==> config.mk <==
export PLATFORM = sky130hd
export DESIGN_NAME = conf_reg_bank
export DESIGN_NICKNAME = d
export VERILOG_FILES = /design/src/rtl/conf_reg_bank.sv
export SDC_FILE = /design/constraint.sdc
export NUM_CORES = 1
export LEC_CHECK = 0
export CORE_UTILIZATION = 49
export CTS_CLUSTER_SIZE = 30
export DETAILED_ROUTE_END_ITERATION = 7
export GPL_ROUTABILITY_DRIVEN = 1
export GPL_TIMING_DRIVEN = 1
export PLACE_DENSITY = 0.7
export SKIP_CTS_REPAIR_TIMING = 1
export SLEW_MARGIN = 20
export SYNTH_ARGS = -nofsm -noshare
export SYNTH_HDL_FRONTEND = slang
export SYNTH_SLANG_ARGS = --single-unit
==> constraint.sdc <==
create_clock -name clk -period 4.75 [get_ports clk]
set_clock_uncertainty 0.15 [all_clocks]
set_input_delay 0.475 -clock clk [delete_from_list [all_inputs] [get_ports clk]]
set_output_delay 0.475 -clock clk [all_outputs]
set_load 0.02 [all_outputs]
==> src/rtl/conf_reg_bank.sv <==
// conf_reg_bank: framed configuration register bank between the RS232 byte
// interface and the signal-generator datapath.
//
// A write frame (HDR, 01, N_BYTES payload bytes, CHK) commits all registers
// at once, and only when the XOR checksum matches. A read frame (HDR, 02, CHK)
// snapshots the registers and returns them byte-wise, followed by a checksum
// byte, over a valid/ready handshake. A gap between received bytes inside a
// frame longer than TIMEOUT cycles aborts the frame.
//
// Ports:
//   clk          system clock, rising edge
//   rst_n        asynchronous active-low reset
//   rx_dw        received byte
//   rx_valid     one-cycle strobe qualifying rx_dw
//   tx_dw        readback byte to the transmitter (registered)
//   tx_valid     tx_dw valid (registered)
//   tx_ready     transmitter accepts tx_dw when tx_valid & tx_ready
//   conf_regs    committed configuration, byte k at [8k+7:8k]
//   conf_update  one-cycle pulse after conf_regs changed
//   frame_err    one-cycle pulse for an aborted frame
//   busy         high whenever the controller is not idle
module conf_reg_bank #(
   parameter int unsigned N_BYTES  = 11,
   parameter logic [7:0]  HDR_BYTE = 8'hA5,
   parameter int unsigned TIMEOUT  = 50000
) (
   input  logic                   clk,
   input  logic                   rst_n,
   input  logic [7:0]             rx_dw,
   input  logic                   rx_valid,
   output logic [7:0]             tx_dw,
   output logic                   tx_valid,
   input  logic                   tx_ready,
   output logic [8*N_BYTES-1:0]   conf_regs,
   output logic                   conf_update,
   output logic                   frame_err,
   output logic                   busy
);

   localparam int unsigned IDX_W  = $clog2(N_BYTES);
   localparam int unsigned TCNT_W = (TIMEOUT > 2) ? $clog2(TIMEOUT) : 1;

   localparam logic [7:0]        CMD_WR    = 8'h01;
   localparam logic [7:0]        CMD_RD    = 8'h02;
   localparam logic [IDX_W-1:0]  LAST_IDX  = IDX_W'(N_BYTES - 1);
   localparam logic [TCNT_W-1:0] TCNT_LAST = TCNT_W'(TIMEOUT - 1);

   typedef enum logic [2:0] {
      S_IDLE,
      S_CMD,
      S_PAYLOAD,
      S_CHK,
      S_TX,
      S_TX_CHK
   } state_t;

   state_t             state;
   logic [IDX_W-1:0]   idx;
   logic [7:0]         xor_acc;
   logic               is_read;
   logic [TCNT_W-1:0]  tcnt;
   // staging doubles as the readback buffer; it is idle while transmitting
   logic [7:0]         staging [N_BYTES];
   logic [7:0]         conf_q  [N_BYTES];

   logic               in_rx;
   logic               timeout_hit;

   // Inter-byte timer only runs while a frame is being received
   assign in_rx       = (state == S_CMD) || (state == S_PAYLOAD) || (state == S_CHK);
   // A byte arriving on the expiry cycle wins over the timeout
   assign timeout_hit = in_rx && !rx_valid && (tcnt == TCNT_LAST);

   for (genvar g = 0; g < N_BYTES; g++) begin : g_pack
      assign conf_regs[8*g +: 8] = conf_q[g];
   end

   // Frame controller, register commit and readback
   always_ff @(posedge clk or negedge rst_n) begin
      if (!rst_n) begin
         state       <= S_IDLE;
         idx         <= '0;
         xor_acc     <= '0;
         is_read     <= 1'b0;
         tcnt        <= '0;
         staging     <= '{default: 8'h00};
         conf_q      <= '{default: 8'h00};
         tx_dw       <= '0;
         tx_valid    <= 1'b0;
         conf_update <= 1'b0;
         frame_err   <= 1'b0;
         busy        <= 1'b0;
      end else begin
         conf_update <= 1'b0;
         frame_err   <= 1'b0;
         tcnt        <= (in_rx && !rx_valid && !timeout_hit) ? tcnt + 1'b1 : '0;

         if (timeout_hit) begin
            state     <= S_IDLE;
            busy      <= 1'b0;
            frame_err <= 1'b1;
         end else begin
            case (state)
               S_IDLE: begin
                  if (rx_valid && (rx_dw == HDR_BYTE)) begin
                     state <= S_CMD;
                     busy  <= 1'b1;
                  end
               end

               S_CMD: begin
                  if (rx_valid) begin
                     if (rx_dw == CMD_WR) begin
                        state   <= S_PAYLOAD;
                        idx     <= '0;
                        xor_acc <= CMD_WR;
                        is_read <= 1'b0;
                     end else if (rx_dw == CMD_RD) begin
                        state   <= S_CHK;
                        xor_acc <= CMD_RD;
                        is_read <= 1'b1;
                     end else begin
                        state     <= S_IDLE;
                        busy      <= 1'b0;
                        frame_err <= 1'b1;
                     end
                  end
               end

               S_PAYLOAD: begin
                  if (rx_valid) begin
                     staging[idx] <= rx_dw;
                     xor_acc      <= xor_acc ^ rx_dw;
                     if (idx == LAST_IDX) begin
                        state <= S_CHK;
                     end else begin
                        idx <= idx + 1'b1;
                     end
                  end
               end

               S_CHK: begin
                  if (rx_valid) begin
                     if (rx_dw != xor_acc) begin
                        state     <= S_IDLE;
                        busy      <= 1'b0;
                        frame_err <= 1'b1;
                     end else if (!is_read) begin
                        conf_q      <= staging;
                        conf_update <= 1'b1;
                        state       <= S_IDLE;
                        busy        <= 1'b0;
                     end else begin
                        staging  <= conf_q;
                        tx_dw    <= conf_q[0];
                        tx_valid <= 1'b1;
                        idx      <= '0;
                        xor_acc  <= CMD_RD;
                        state    <= S_TX;
                     end
                  end
               end

               S_TX: begin
                  if (tx_ready) begin
                     xor_acc <= xor_acc ^ staging[idx];
                     if (idx == LAST_IDX) begin
                        tx_dw <= xor_acc ^ staging[idx];
                        state <= S_TX_CHK;
                     end else begin
                        tx_dw <= staging[idx + 1'b1];
                        idx   <= idx + 1'b1;
                     end
                  end
               end

               S_TX_CHK: begin
                  if (tx_ready) begin
                     tx_valid <= 1'b0;
                     state    <= S_IDLE;
                     busy     <= 1'b0;
                  end
               end

               default: begin
                  state    <= S_IDLE;
                  busy     <= 1'b0;
                  tx_valid <= 1'b0;
               end
            endcase
         end
      end
   end

endmodule

### After elaboration in Yosys (flattened, before gate mapping)

Cells that the tools add are included.

* register bits: 220
* output and inout port bits: 100
* word-level logic and storage cells: 182

* add/subtract/negate cells: 2
* magnitude comparators: 3
* equality and inequality tests: 32
* muxes and demuxes: 81
* bitwise logic cells: 7
* reductions and logical operators: 25

Operators by type and width (number)
* 88-bit two-way mux: 4
* 88-bit case mux with 2 select lines: 1
* 8-bit two-way mux: 18
* 88-bit bitwise mux: 1
* 8-bit binary-select mux with 4-bit select: 2
* 3-bit two-way mux: 11
* 8-bit demux with 4-bit select: 1
* 4-bit two-way mux: 8
* 8-bit case mux with 4 select lines: 1
* 3-bit != test (second input constant): 9
* 1-bit two-way mux: 25
* 3-bit case mux with 6 select lines: 1
* 9-bit AND reduction: 2
* 16-bit by 1-bit adder with 16-bit output (second input constant): 1
* 16-bit equality test (second input constant): 1
* 16-bit two-way mux: 1
* 4-bit case mux with 4 select lines: 1
* 8-bit case mux with 2 select lines: 1
* 8-bit AND reduction: 2
* 8-bit bitwise XOR: 2
* 2-bit != test (second input constant): 7
* 6-bit AND reduction: 2
* 5-bit >= comparator (second input constant): 2
* 4-bit inverter with 5-bit output: 2
* other kinds (29): 44

### Logic depth before layout (Yosys ltp)

* depth after elaboration: 8
* gate-level depth with buffers: 14

### Worst setup path before layout

No wires, ideal clock.

* path type: register to register
* start: register idx[0]
* end: register tx_dw[0]
* library setup time: 82 ps
* arrival: 2950 ps
* data required time: 4518 ps
* path slack: 1568 ps
* stages on the path, launching flop included: 15
* buffers on the path: 6
* clock period less this slack: 3182 ps
* cell sequence: dfrtp_1 > buf_4 > buf_2 > clkbuf_1 > inv_1 > ha_1 > buf_4 > buf_2 > and2_0 > clkbuf_1 > o2bb2ai_1 > mux2i_1 > o21ai_0 > o211ai_1 > a31oi_1

* longest elaborated chain between the ends: 8

RTL lines
* start, declared: RTL line 58 `logic [IDX_W-1:0] idx;`
* start signal, assigned: RTL line 137 `idx <= idx + 1'b1;`
* start signal, assigned: RTL line 172 `idx <= idx + 1'b1;`
* 4-bit by 1-bit adder with 4-bit output or 4-bit inverter with 5-bit output (tied branches): RTL line 171, 168
* 4-bit inverter with 5-bit output (not written as such) or 8-bit binary-select mux with 4-bit select (tied branches): RTL line 171, 168
* 8-bit binary-select mux with 4-bit select or 8-bit two-way mux (tied branches): RTL line 171, 168
* 8-bit two-way mux (on tied branches): RTL line 171, 168
* 8-bit two-way mux (not written as such) or 8-bit bitwise XOR (tied branches): RTL line 171, 168
* 8-bit two-way mux *: RTL line 167 `if (idx == LAST_IDX) begin`
* 8-bit two-way mux *: RTL line 165 `if (tx_ready) begin`
* 8-bit case mux with 2 select lines *: RTL line 103 `case (state)`
* end signal, assigned: RTL line 155 `tx_dw <= conf_q[0];`
* end signal, assigned: RTL line 168 `tx_dw <= xor_acc ^ staging[idx];`
* end signal, assigned: RTL line 171 `tx_dw <= staging[idx + 1'b1];`
* end, declared: RTL line 31 `output logic [7:0] tx_dw,`

Every way passes the cells marked *; elsewhere a longest branch is shown, timed or not. The select of a mux whose other input is x is not followed.
A chain may end at the register's enable or synchronous reset.

### Final worst setup path

* start: register idx[0]
* end: register tx_dw[3]

Same word-level chain as after synthesis.

==> run_results.csv <==
group,metric,value,unit
run_status,status,"complete, no violations",
drt,drt_wl_total,34.0,mm
clocking,clk_pin_slew,0.06,ns
clocking,numClockSinks,220,
floorplanning,start_util,50.4,%
floorplanning,dieArea,24900,um^2
drt,drc,0,
pwr,p_per_area,338,nW/um^2
layout,antenna_cells,0,
placed_design,post-dp-hpwl,23.3,mm
global_route,grt_pass1_wl,52.8,mm
layout,area_growth_syn_to_layout,18.1,%
layout,finalInstanceArea,14100,um^2
logic_synthesis,yosys-top-cells-area,"dfrtp_1 (46%), a22o_1 (12%), mux2_2 (8.4%), mux4_2 (4.5%), mux2i_1 (3.4%)",
setup_path,cp_max_fo,31,
timing,rsz0062_at_grt,"no",
logic_synthesis,yosys.area.top_type,"dfrtp_1",
logic_synthesis,syn_avg_cell_area,11.4,um^2
logic_synthesis,synth_top_flop_cell,"dfrtp_1",
layout,n_fill_cell,1931,
logic_synthesis,synth_cells,1042,
logic_synthesis,synthMuxAreaShare,16.3,%
floorplanning,dieWidth,158,um
drt,num_vias,9297,
global_route,grt_max_degree,110,
logic_synthesis,synth_edf_count,0,
pwr,leakage,5.93,nW
global_route,grt_antenna_before_repair,0,
floorplanning,io_pins,112,
logic_synthesis,synth_xor_xnor_area_share,3.01,%
drt,viasPerCell,6.37,
logic_synthesis,synth_compound_area_share,20.3,%
drt,wl_met2,15.5,mm
clocking,clockBufferDepth,3,
clocking,clk_latency,0.53,ns
global_route,grt_pass1_vias,8950,
logic_synthesis,synth_simple_gate_area_share,9.92,%
logic_synthesis,synth_fa_ha_area_share,0.526,%
clocking,numCtsBuffers,26,
placed_design,numPortBuffers,111,
layout,nNetsFinal,1140,
setup_path,startpoint_type,"flop",
logic_synthesis,ys_seq_elements,220,
timing,fmax,288,MHz
logic_synthesis,ys_seq_area_share,46.3,%
global_route,grt_util_all_layers,28.0,%
timing,tns,0,ns
timing,fin_crit,3.47,ns
drt,ant_nets,0,
timing,tightest_slew,1.03,ns
logic_synthesis,synth_top_family_by_area,"compound AO/OA/AOI/OAI gates",
timing,max_slew_margin,30.9,%
drt,met3_length,2.50,mm
setup_path,crit_path_end_kind,"flop",
setup_path,arrival,3.77,ns
setup_path,ff2ff_setup_slack,1.28,ns
floorplanning,core_area,23600,um^2
drt,drtIter0Drc,766,
logic_synthesis,yosys_warnings,0,
timing,maxSlewViolCount,0,
clocking,cts-root-buf,"clkbuf_16",
logic_synthesis,async_reset_ff_share,100,%
clocking,cts_tree,"built",
setup_path,worstPathRequired,5.05,ns
drt,wl_met1,14.7,mm
floorplanning,row_count,56,
timing,hold_viol,0,
timing,final.period_utilization,73.0,%
setup_path,critical_path_class,"flop to flop",
placed_design,place.gp.congestion,0.905,
layout,drive_above_1_share,18.1,%
logic_synthesis,synth.cell_area,11900,um^2
drt,maxUsedRoutingLayer,"met4",
timing,setup_viol,0,
logic_synthesis,syn_nets,1059,
placed_design,place_area,13200,um^2
logic_synthesis,synth_cell_type_count,67,
min_path,hold_class,"flop to flop",
drt,drt_pass1_iterations,5,
flow_run,drv_cap,0,
pwr,ir_drop,0.231,mV
logic_synthesis,synth_top_area_share,46.3,%
floorplanning,die_y,158,um
clocking,cts_max_level,1,
drt,wl_per_cell,23.3,um
global_route,grt_overflow,0,
## cells in the final DEF, fill, tap and decap left out, drive strengths merged, types with 9 or more instances in the layout
cell / n
nand3: 12
clkdlybuf4s50: 110
a22o: 160
o21ai: 28
and3: 15
buf: 23
mux2i: 40
o2bb2ai: 9
o211ai: 11
clkbuf: 39
nor2: 57
mux4: 24
a22oi: 9
inv: 18
a21oi: 51
xor2: 10
dfrtp: 220
nand2: 62
a31oi: 9
nor3: 17
xnor2: 30
mux2: 89
## cell usage after synthesis, types with 16 or more instances
library cell,n
mux2_2,89
a21oi_1,51
mux4_2,24
nor2_1,56
nand2_1,55
inv_1,17
clkbuf_1,40
xnor2_1,30
a22o_1,160
buf_2,16
mux2i_1,40
dfrtp_1,220
o21ai_0,26
## sequential cells by signal, indices dropped and copies added (netlist names)
register / flops
busy: 1
conf_regs: 88
conf_update: 1
frame_err: 1
idx: 4
is_read: 1
staging: 88
state: 3
tcnt: 16
tx_dw: 8
tx_valid: 1
xor_acc: 8
## worst max-delay path, cell delays in order, from the launching register on
cell	delay (ns)
dfrtp_2	0.75
inv_1	0.14
ha_1	0.64
buf_4	0.38
and2_0	0.41
o2bb2ai_1	0.19
mux2i_1	0.12
o21ai_0	0.20
o211ai_1	0.17
a31oi_1	0.24
## metal layers
| metal | up-vias | track usage, % |
|---|---|---|
| met4 | 0 | 11.5 |
| met5 | - | 0 |
| met1 | 4741 | 39.7 |
| met2 | 373 | 42.6 |
| li1 | 4105 | - |
| met3 | 78 | 4.68 |
## stage by stage
stage	instances	hold slack, ns	power [W]	utilization [%]	setup slack, ns
after floorplan	1042	0.0294	0.00259	-	1.57
after global placement	1413	0.296	0.00282	56.0	1.43
after detailed placement	1413	0.302	0.00284	56.0	1.33
after CTS	1458	-0.117	0.00476	59.5	1.33
after global routing	1459	0.325	0.00491	59.5	0.958
final	1459	0.307	0.00476	59.5	1.28
## worst paths after layout
check                      cells after the start  startpoint          end
setup / recovery                               9      idx[0]     tx_dw[3]
hold / removal                                 1     tcnt[0]      tcnt[0]
hold reg to reg                                1     tcnt[0]      tcnt[0]
max in group asynchronous                      3       rst_n  staging[17]
min in group asynchronous                      2       rst_n  staging[51]
setup reg to reg                               9      idx[0]     tx_dw[3]
## final cells by class
cell class	instances	area [um^2]	area share (%)
clock buffers	39	761	5.41
clock inverters	6	65.1	0.463
inverters	17	63.8	0.454
multi-input cells	724	5970	42.5
flip-flops and latches	220	5510	39.2
well taps	319	399	2.84
repair buffers	134	1290	9.18
## kinds of logic after synthesis
kind of cell               count (synthesis)
DFF                                      220
buffers and inverters                     98
xor gates and xnor gates                  40
adders and majority gates                  5
muxes                                    153
AOI/OAI and AO/OA                        316
and+or+nand+nor                          210
## power breakdown
group | switching, W | internal (W) | leakage, nW
registers | 0.000161 | 0.00196 | 3.05
logic | 0.000398 | 0.000306 | 2.48
clock network | 0.000778 | 0.00116 | 0.402
total | 0.00134 | 0.00342 | 5.93
(Power assumes the default switching activity.)
